--- src/rtl/bg_scan_sequencer_pkg.sv ---
// rtl/bg_scan_sequencer_pkg.sv - bg_scan_pkg: BG mode type, MMIO field positions, mode/slot lookup
package bg_scan_pkg;

  typedef enum logic [2:0] {
    MODE0 = 3'd0,
    MODE1 = 3'd1,
    MODE2 = 3'd2,
    MODE3 = 3'd3,
    MODE4 = 3'd4,
    MODE5 = 3'd5
  } bgmode_t;

  localparam int DISPCNT_MODE_LSB = 0;
  localparam int DISPCNT_MODE_MSB = 2;
  localparam int DISPCNT_BGEN_LSB = 8;
  localparam int DISPCNT_BGEN_MSB = 11;
  localparam int MOSAIC_HSIZE_LSB = 0;
  localparam int MOSAIC_HSIZE_MSB = 3;
  localparam int MOSAIC_VSIZE_LSB = 4;
  localparam int MOSAIC_VSIZE_MSB = 7;

  // Which of the four hardware BG slots the given video mode can display
  function automatic logic mode_ok(input logic [2:0] mode, input logic [1:0] slot);
    logic ok;
    ok = 1'b0;
    case (mode)
      MODE0:               ok = 1'b1;
      MODE1:               ok = (slot != 2'd3);
      MODE2:               ok = slot[1];
      MODE3, MODE4, MODE5: ok = (slot == 2'd2);
      default:             ok = 1'b0;
    endcase
    return ok;
  endfunction

endpackage

--- src/rtl/bg_tag_pipeline.sv ---
// rtl/bg_tag_pipeline.sv - WIDTH x DEPTH free-running tag shift register with async reset
module bg_tag_pipeline #(
  parameter int WIDTH = 1,
  parameter int DEPTH = 2
) (
  input  logic             clock,
  input  logic             rst_b,
  input  logic [WIDTH-1:0] din,
  output logic [WIDTH-1:0] dout
);

  logic [WIDTH-1:0] stage [DEPTH];

  always_ff @(posedge clock or negedge rst_b) begin
    if (!rst_b) begin
      for (int i = 0; i < DEPTH; i++) stage[i] <= '0;
    end else begin
      stage[0] <= din;
      for (int i = 1; i < DEPTH; i++) stage[i] <= stage[i-1];
    end
  end

  assign dout = stage[DEPTH-1];

endmodule

--- src/rtl/bg_scan_sequencer.sv ---
// rtl/bg_scan_sequencer.sv - BG scan/timing sequencer; mosaic tracking built only with BG_SCAN_MOSAIC_EN
module bg_scan_sequencer
  import bg_scan_pkg::*;
#(
  parameter int NUM_BG     = 4,
  parameter int H_TOTAL    = 308,
  parameter int V_TOTAL    = 228,
  parameter int H_VISIBLE  = 240,
  parameter int V_VISIBLE  = 160,
  parameter int PIPE_DEPTH = 2,
  localparam int CW = $clog2(H_TOTAL),
  localparam int BW = $clog2(NUM_BG),
  localparam int RW = $clog2(V_TOTAL)
) (
  input  logic          clock,
  input  logic          rst_b,
  input  logic          enable,
  input  logic [15:0]   dispcnt,
  input  logic [15:0]   mosaic,
  output logic [CW-1:0] col,
  output logic [BW-1:0] bgno,
  output logic [RW-1:0] row,
  output logic          frame,
  output logic          start_row,
  output logic          new_frame,
  output logic          hblank,
  output logic          vblank,
  output logic          bgused,
  output logic [CW-1:0] mosaic_col,
  output logic [RW-1:0] mosaic_row,
  output logic [CW-1:0] col_out,
  output logic [BW-1:0] bgno_out,
  output logic          bgused_out,
  output logic          valid_out
);

  logic bgno_last, col_last, row_last;
  logic unused_bits;

  assign bgno_last = (bgno == BW'(NUM_BG - 1));
  assign col_last  = (col == CW'(H_TOTAL - 1));
  assign row_last  = (row == RW'(V_TOTAL - 1));
  assign start_row = enable & col_last & bgno_last;
  assign new_frame = start_row & row_last;
  assign hblank    = (col >= CW'(H_VISIBLE));
  assign vblank    = (row >= RW'(V_VISIBLE));

  always_ff @(posedge clock or negedge rst_b) begin
    if (!rst_b) begin
      bgno  <= '0;
      col   <= '0;
      row   <= '0;
      frame <= 1'b0;
    end else if (enable) begin
      if (bgno_last) begin
        bgno <= '0;
        if (col_last) begin
          col <= '0;
          if (row_last) begin
            row   <= '0;
            frame <= ~frame;
          end else begin
            row <= row + RW'(1);
          end
        end else begin
          col <= col + CW'(1);
        end
      end else begin
        bgno <= bgno + BW'(1);
      end
    end
  end

  // Per-line DISPCNT shadow; first clock after reset loads it unconditionally
  logic       loaded;
  logic [2:0] shadow_mode;
  logic [3:0] shadow_en;

  always_ff @(posedge clock or negedge rst_b) begin
    if (!rst_b) begin
      loaded      <= 1'b0;
      shadow_mode <= '0;
      shadow_en   <= '0;
    end else if (!loaded || start_row) begin
      loaded      <= 1'b1;
      shadow_mode <= dispcnt[DISPCNT_MODE_MSB:DISPCNT_MODE_LSB];
      shadow_en   <= dispcnt[DISPCNT_BGEN_MSB:DISPCNT_BGEN_LSB];
    end
  end

  logic [3:0] en_eff;
  logic [1:0] slot;
  logic       in_range;

  assign en_eff = loaded ? shadow_en : dispcnt[DISPCNT_BGEN_MSB:DISPCNT_BGEN_LSB];
  assign slot   = 2'(bgno);

  if (BW > 2) begin : g_wide_slot
    assign in_range = ~|bgno[BW-1:2];
  end else begin : g_narrow_slot
    assign in_range = 1'b1;
  end

  assign bgused = in_range & en_eff[slot] & mode_ok(shadow_mode, slot);

  localparam int TW = CW + BW + 2;
  logic [TW-1:0] tag_in, tag_out;

  assign tag_in = {col, bgno, bgused, enable & ~hblank & ~vblank};

  bg_tag_pipeline #(
    .WIDTH (TW),
    .DEPTH (PIPE_DEPTH)
  ) u_tag_pipe (
    .clock (clock),
    .rst_b (rst_b),
    .din   (tag_in),
    .dout  (tag_out)
  );

  assign {col_out, bgno_out, bgused_out, valid_out} = tag_out;

`ifdef BG_SCAN_MOSAIC_EN
  logic [3:0] hsize, vsize, hcnt, vcnt;
  logic       col_done;

  assign col_done = enable & bgno_last;

  always_ff @(posedge clock or negedge rst_b) begin
    if (!rst_b) begin
      hsize      <= '0;
      vsize      <= '0;
      hcnt       <= '0;
      vcnt       <= '0;
      mosaic_col <= '0;
      mosaic_row <= '0;
    end else begin
      if (new_frame) begin
        hsize <= mosaic[MOSAIC_HSIZE_MSB:MOSAIC_HSIZE_LSB];
        vsize <= mosaic[MOSAIC_VSIZE_MSB:MOSAIC_VSIZE_LSB];
      end
      // Line start restarts the horizontal block; frame start restarts the vertical one
      if (start_row) begin
        hcnt       <= '0;
        mosaic_col <= '0;
      end else if (col_done) begin
        if (hcnt == hsize) begin
          hcnt       <= '0;
          mosaic_col <= col + CW'(1);
        end else begin
          hcnt <= hcnt + 4'd1;
        end
      end
      if (new_frame) begin
        vcnt       <= '0;
        mosaic_row <= '0;
      end else if (start_row) begin
        if (vcnt == vsize) begin
          vcnt       <= '0;
          mosaic_row <= row + RW'(1);
        end else begin
          vcnt <= vcnt + 4'd1;
        end
      end
    end
  end

  assign unused_bits = ^{dispcnt[15:12], dispcnt[7:3], mosaic[15:8]};
`else
  assign mosaic_col  = col;
  assign mosaic_row  = row;
  assign unused_bits = ^{dispcnt[15:12], dispcnt[7:3], mosaic};
`endif

endmodule

--- config.mk ---
export PLATFORM = sky130hd
export DESIGN_NAME = bg_scan_sequencer
export DESIGN_NICKNAME = d
export VERILOG_FILES = /design/src/rtl/bg_scan_sequencer_pkg.sv /design/src/rtl/bg_tag_pipeline.sv /design/src/rtl/bg_scan_sequencer.sv
export SDC_FILE = /design/constraint.sdc
export NUM_CORES = 1
export LEC_CHECK = 0
export CORE_ASPECT_RATIO = 0.75
export CORE_UTILIZATION = 46
export CTS_BUF_LIST = sky130_fd_sc_hd__clkbuf_4
export DETAILED_ROUTE_END_ITERATION = 10
export GPL_TIMING_DRIVEN = 0
export PLACE_DENSITY = 0.9
export SLEW_MARGIN = 20
export SYNTH_ARGS = -nofsm -noshare
export SYNTH_HDL_FRONTEND = slang
export SYNTH_SLANG_ARGS = --single-unit
export TNS_END_PERCENT = 10
--- constraint.sdc ---
create_clock -name clock -period 2.7 [get_ports clock]
set_input_delay 0.54 -clock clock [delete_from_list [all_inputs] [get_ports clock]]
set_output_delay 0.54 -clock clock [all_outputs]
set_load 0.02 [all_outputs]
After elaboration in Yosys (flattened, before gate mapping)
Cells that the tools add are included.

storage, ports and cells
  flip-flop bits (word level) = 54
  input port bits = 35
  output and inout port bits = 55

operators by class
  $add $sub $neg = 3
  order comparisons = 3
  equality and inequality tests = 10
  multiplexer cells = 7
  bitwise gates (word level) = 9
  reductions and logical operators = 7

operator list
  kind                                                                                  number
  9-bit by 1-bit adder with 9-bit output (second input constant)                        1
  9-bit == test (second input constant)                                                 1
  9-bit by 8-bit greater-or-equal comparator with 1-bit output (second input constant)  1
  9-bit two-way mux                                                                     1
  8-bit by 1-bit adder with 8-bit output (second input constant)                        1
  8-bit == test (second input constant)                                                 1
  8-bit greater-or-equal comparator (second input constant)                             1
  8-bit two-way mux                                                                     1
  1-bit bitwise AND                                                                     6
  3-bit by 2-bit == test with 1-bit output (second input constant)                      2
  3-bit == test (second input constant)                                                 2
  2-bit == test (second input constant)                                                 2
  4-bit two-way mux                                                                     1
  1-bit case mux with 4 select lines                                                    1
  4-bit AND reduction                                                                   1
  3-bit by 1-bit == test with 1-bit output (second input constant)                      1
  3-bit zero test                                                                       1
  2-bit by 3-bit < comparator with 1-bit output (second input constant)                 1
  1-bit inverter                                                                        3
  3-bit AND reduction                                                                   1
  3-bit OR reduction                                                                    1
  2-bit by 1-bit adder with 2-bit output (second input constant)                        1
  1-bit binary-select mux with 2-bit select                                             1
  2-bit two-way mux                                                                     1
  other kinds (5)                                                                       5

Depth between registers and ports, before layout
  depth in word-level cells = 4
  depth in mapped cells = 6
  mapped depth without buffers = 5

By module
Synthesis repeated with hierarchy kept, for this count alone.

unflattened totals
  cells, all modules = 210
  area, all modules = 2447.3 um2

modules (own cells, without submodules)
  module             times used  cells each  area each (um2)  seq. area each (um2)
  bg_scan_sequencer  1           171         1699.1           700.7
  bg_tag_pipeline    1           39          748.2            650.6

Worst setup path before layout
OpenSTA, ideal clock, no wires.

  kind = input -> output
  from = in enable
  to = out new_frame
  data arrival time = 1770 ps
  slack = 390 ps
  stages = 4
  cell sequence = clkbuf_1 -> nand3_1 -> nor2_1 -> and4_1

between the ends
  longest elaborated chain between the ends = 3

RTL lines
  element                          line                     source
  from (decl)                      bg_scan_sequencer.sv:17  input logic enable,
  1-bit bitwise AND (2 in series)  bg_scan_sequencer.sv:43  assign start_row = enable & col_last & bgno_last;
  net start_row                    bg_scan_sequencer.sv:24  output logic start_row,
  1-bit bitwise AND                bg_scan_sequencer.sv:44  assign new_frame = start_row & row_last;
  to (decl)                        bg_scan_sequencer.sv:25  output logic new_frame,

The timed path passes the listed nets, and every way through them passes these cells.

Final worst setup path
  from = in dispcnt[10]
  to = out bgused

between the ends
  longest elaborated chain between the ends = 4

RTL lines
  element                                    line                      source
  from (decl)                                bg_scan_sequencer.sv:18   input logic [15:0] dispcnt,
  4-bit two-way mux                          bg_scan_sequencer.sv:95   assign en_eff = loaded ? shadow_en : dispcnt[DISPCNT_BGEN_MSB:DISPCNT_BGEN_LSB];
  1-bit binary-select mux with 2-bit select  bg_scan_sequencer.sv:104  assign bgused = in_range & en_eff[slot] & mode_ok(shadow_mode, slot);
  1-bit two-way mux (not written as such)    bg_scan_sequencer.sv:104
  1-bit bitwise AND                          bg_scan_sequencer.sv:104
  to (decl)                                  bg_scan_sequencer.sv:28   output logic bgused,

Every way passes these cells. The select of a mux whose other input is x is not followed.

==> impl_summary.md <==
Run status
The flow ran to the end, and the final reports show no timing, DRC or antenna violations.

Route
The violation count after the first detailed-route iteration is 51. The routed via count divided by cell count is 4.64. Summed over all layers, the routed wires come to 4290 um. The count of nets left with antenna violations once routing finished came out at 0. Dividing the detail-routed wire length by the instance count gives 12.4 um. The post-detailed-route DRC marker count is 0. The routed layout has 1607 vias. The count of TritonRoute iterations in the first routing pass is 4.

GRT
The number of global-route vias before repair is 1582. The maximum number of pins on one net before global-route repair is 55. Global routing consumed, over all layers together, 17.0% of the routing resources. The first-pass GRT wire length is 7330 um.

The number of antenna violations at the first check in global routing is 0. For this run the aggregate overflow at the end of global routing stands at 0.

Finish
Once layout is complete, the cells apart from fillers number 346. The fraction of layout instances using a drive strength above 1 is 22.6%. The layout has 413 filler cells. The sequential standard cell area is 1360 um^2. The net count of the finished layout is 314. In the final layout, the multi-input gates occupy 774 um^2. The growth of design area from synthesis to finish is 33.6%. The final instance area is 3260 um^2. The number of antenna repair diodes is 0.

Synthesis
The synthesized netlist contains 39 unique library cells. The per-instance average area after synthesis is 12.0 um^2. After synthesis, the cell types taking the most area are sky130_fd_sc_hd__dfrtp_1 55%, sky130_fd_sc_hd__buf_4 12%, sky130_fd_sc_hd__mux2_1 3.2%. The count of synthesis-stage warnings from yosys is 0. The most frequently used cell type in the post-synthesis netlist is sky130_fd_sc_hd__dfrtp_1. The number of synthesized flops with an enable pin is 0. Counting flops and latches in the post-synthesis netlist gives 54. Ranked by instance count, the synthesized netlist is headed by 54 x sky130_fd_sc_hd__dfrtp_1, 39 x sky130_fd_sc_hd__buf_4, 13 x sky130_fd_sc_hd__nor2_1, 9 x sky130_fd_sc_hd__nand3_1. The share of the yosys chip area belonging to registers is 55.4%. In the synthesized netlist the async set-or-reset flop fraction comes to 100%. The post-synthesis instance area is 2440 um^2. The post-synthesis cell count is 204. Of all cell types, the one taking the most synthesized area is sky130_fd_sc_hd__dfrtp_1. The share of synthesized area in the top cell type comes to 55.4%. Counting every net in the synthesized netlist gives 245. For this run, the leading register cell type out of synthesis is sky130_fd_sc_hd__dfrtp_1.

STA
For this run, the top clock speed supported by timing is 399 MHz. The worst max-slew margin expressed relative to the limit is 56.0%. Setup repair after global routing left no endpoint under its margin. The count of final max-slew check failures is 0. The clock skew is 0.00775 ns. The hold violation count in the final report was 0. At the pin with the least slew margin, the transition time is 0.659 ns. The clock period could shrink to 2.50 ns.

Setup violations remaining at the end of the flow were counted as 0. The final worst-path cycle share is 92.7%. The post-layout worst setup margin is 0.197 ns.

Clock network
The number of gates resized after CTS was 8. The longest clock path from root to sink contains 2 buffers. CTS placed an instance of sky130_fd_sc_hd__clkbuf_4 at the clock tree root. The CTS tree is built.

The count of clock tree sinks is 54. Clock-pin slew was measured on the worst setup and hold paths at 0.14 ns. The number of H-tree levels is 2. The clock latency on the worst-skew pair is 0.37 ns. Buffers inserted to repair hold after CTS numbered 0. The number of buffers created by CTS is 5. In this run the post-CTS setup repair buffer count came out at 0.

Floorplanning
In this run the standard cell core region covers 4980 um^2. The die is 86.1 um wide. The floorplan step defined a die boundary enclosing 5600 um^2.

The number of core rows is 22. The die is 65.1 um tall. The starting density of the core is 48.9%. 90 I/O pins were placed.

Critical path
The data arrival time of the critical path is 1.96 ns. The required time of the critical path is 2.16 ns. STA classifies the critical path startpoint as an input port. The nature of the critical path endpoint is an output port. Along the worst path, the maximum fanout reaches 2. The critical setup path kind is in2out.

Place
The HPWL after detailed placement is 3140 um. After detailed placement, the total cell area comes to 3160 um^2. Counting tap cells, the placed design contains a total of 339 instances. At the end of routability-driven placement, the weighted congestion stood at 0.736. The worst setup slack after placement is -0.167 ns.

The quantity of I/O buffers inserted on ports is 63.

Run
The tool flagged a number of max-cap violations equal to 0.

Pwr
The leakage power total is 1.51 nW. IR analysis of the VDD net gives a maximum drop of 0.000307 V. The completed layout was analyzed and its total power is 0.00243 W. The power per unit of standard cell area is 746 nW/um^2.

Worst hold path
The tightest min-delay check is of the in2async type.
==> critical path, cell delays in order <==
cell and delay, ns:
sky130_fd_sc_hd__clkdlybuf4s50_1 0.42, sky130_fd_sc_hd__mux4_2 0.45, sky130_fd_sc_hd__o221ai_1 0.18, sky130_fd_sc_hd__a21oi_1 0.08, sky130_fd_sc_hd__clkdlybuf4s15_1 0.29
==> cells by family after synthesis <==
group / count (synthesis) / synth area share (%)
adders and majority gates: 6 / 3.08
DFF: 54 / 55.4
xor gates and xnor gates: 12 / 4.31
muxes: 11 / 5.90
AOI/OAI and AO/OA: 14 / 3.33
buffers and inverters: 49 / 13.5
other: 1 / 0.154
and+or+nand+nor: 57 / 14.3
==> cells in the final DEF (no fill, tap or decap), types with 5 or more instances in the layout <==
master,count
sky130_fd_sc_hd__clkdlybuf4s50_1,59
sky130_fd_sc_hd__dfrtp_1,51
sky130_fd_sc_hd__buf_4,40
sky130_fd_sc_hd__nor2_1,13
sky130_fd_sc_hd__nand3_1,8
sky130_fd_sc_hd__inv_1,7
sky130_fd_sc_hd__mux2_1,7
sky130_fd_sc_hd__xor2_1,6
sky130_fd_sc_hd__nand2_1,6
sky130_fd_sc_hd__xnor2_1,6
sky130_fd_sc_hd__clkbuf_4,6
sky130_fd_sc_hd__a21oi_1,5
sky130_fd_sc_hd__nand4_1,5
sky130_fd_sc_hd__ha_1,5
==> flip-flops by register name, indices dropped and copies added (netlist names) <==
name,cells
u_tag_pipe.stage,13
col,9
loaded,1
mosaic_row,8
shadow_mode,3
u_tag_pipe.dout,13
bgno,2
shadow_en,4
frame,1
==> power breakdown <==
group          internal, W  total, W  switching (W)
clock network     0.000206  0.000449       0.000243
logic             0.000485  0.000875       0.000389
registers         0.000972   0.00111       0.000137
==> path summary, 6_finish.rpt <==
check | startpoint | cells after the start | to | slack (ns)
max | dispcnt[10] | 5 | bgused | 0.20
min | rst_b | 1 | u_tag_pipe.stage[15]$_DFF_PN0_ | 0.18
min in group clock | u_tag_pipe.stage[14]$_DFF_PN0_ | 0 | u_tag_pipe.dout[1]$_DFF_PN0_ | 0.36
max reg2reg | col[6]$_DFFE_PN0P_ | 4 | shadow_mode[2]$_DFFE_PN0P_ | 0.56
max in group asynchronous | rst_b | 1 | col[1]$_DFFE_PN0P_ | 2.05
min reg2reg | u_tag_pipe.stage[14]$_DFF_PN0_ | 0 | u_tag_pipe.dout[1]$_DFF_PN0_ | 0.36
==> layer usage <==
layer	up-vias	routed length (um)	global-route usage [%]
li1	786	-	-
met1	775	1960	22.7
met2	41	2090	27.9
met3	5	205	4.20
met4	0	41	4.38
met5	-	0	0
==> final cells by class <==
cell class	instances	area share (%)
inverter	7	0.806
clock buffer	6	1.38
sequential	54	41.6
multi-input combinational	101	23.8
buffer	41	9.22
tap	72	2.76
clock inverter	2	1.15
timing repair buffer	63	19.3
==> through the flow <==
| step | setup TNS [ns] | utilization, % | hold slack [ns] |
|---|---|---|---|
| finish | 0 | 65.4 | 0.175 |
| global route | 0 | 65.4 | 0.229 |
| CTS | 0 | 65.3 | 0.198 |
| detailed placement | -0.231 | 63.4 | 0.335 |
| global placement | -25.10 | 63.4 | 0.332 |
| floorplan | 0 | - | 0.244 |
No activity file was read; power rests on OpenSTA's default activity.
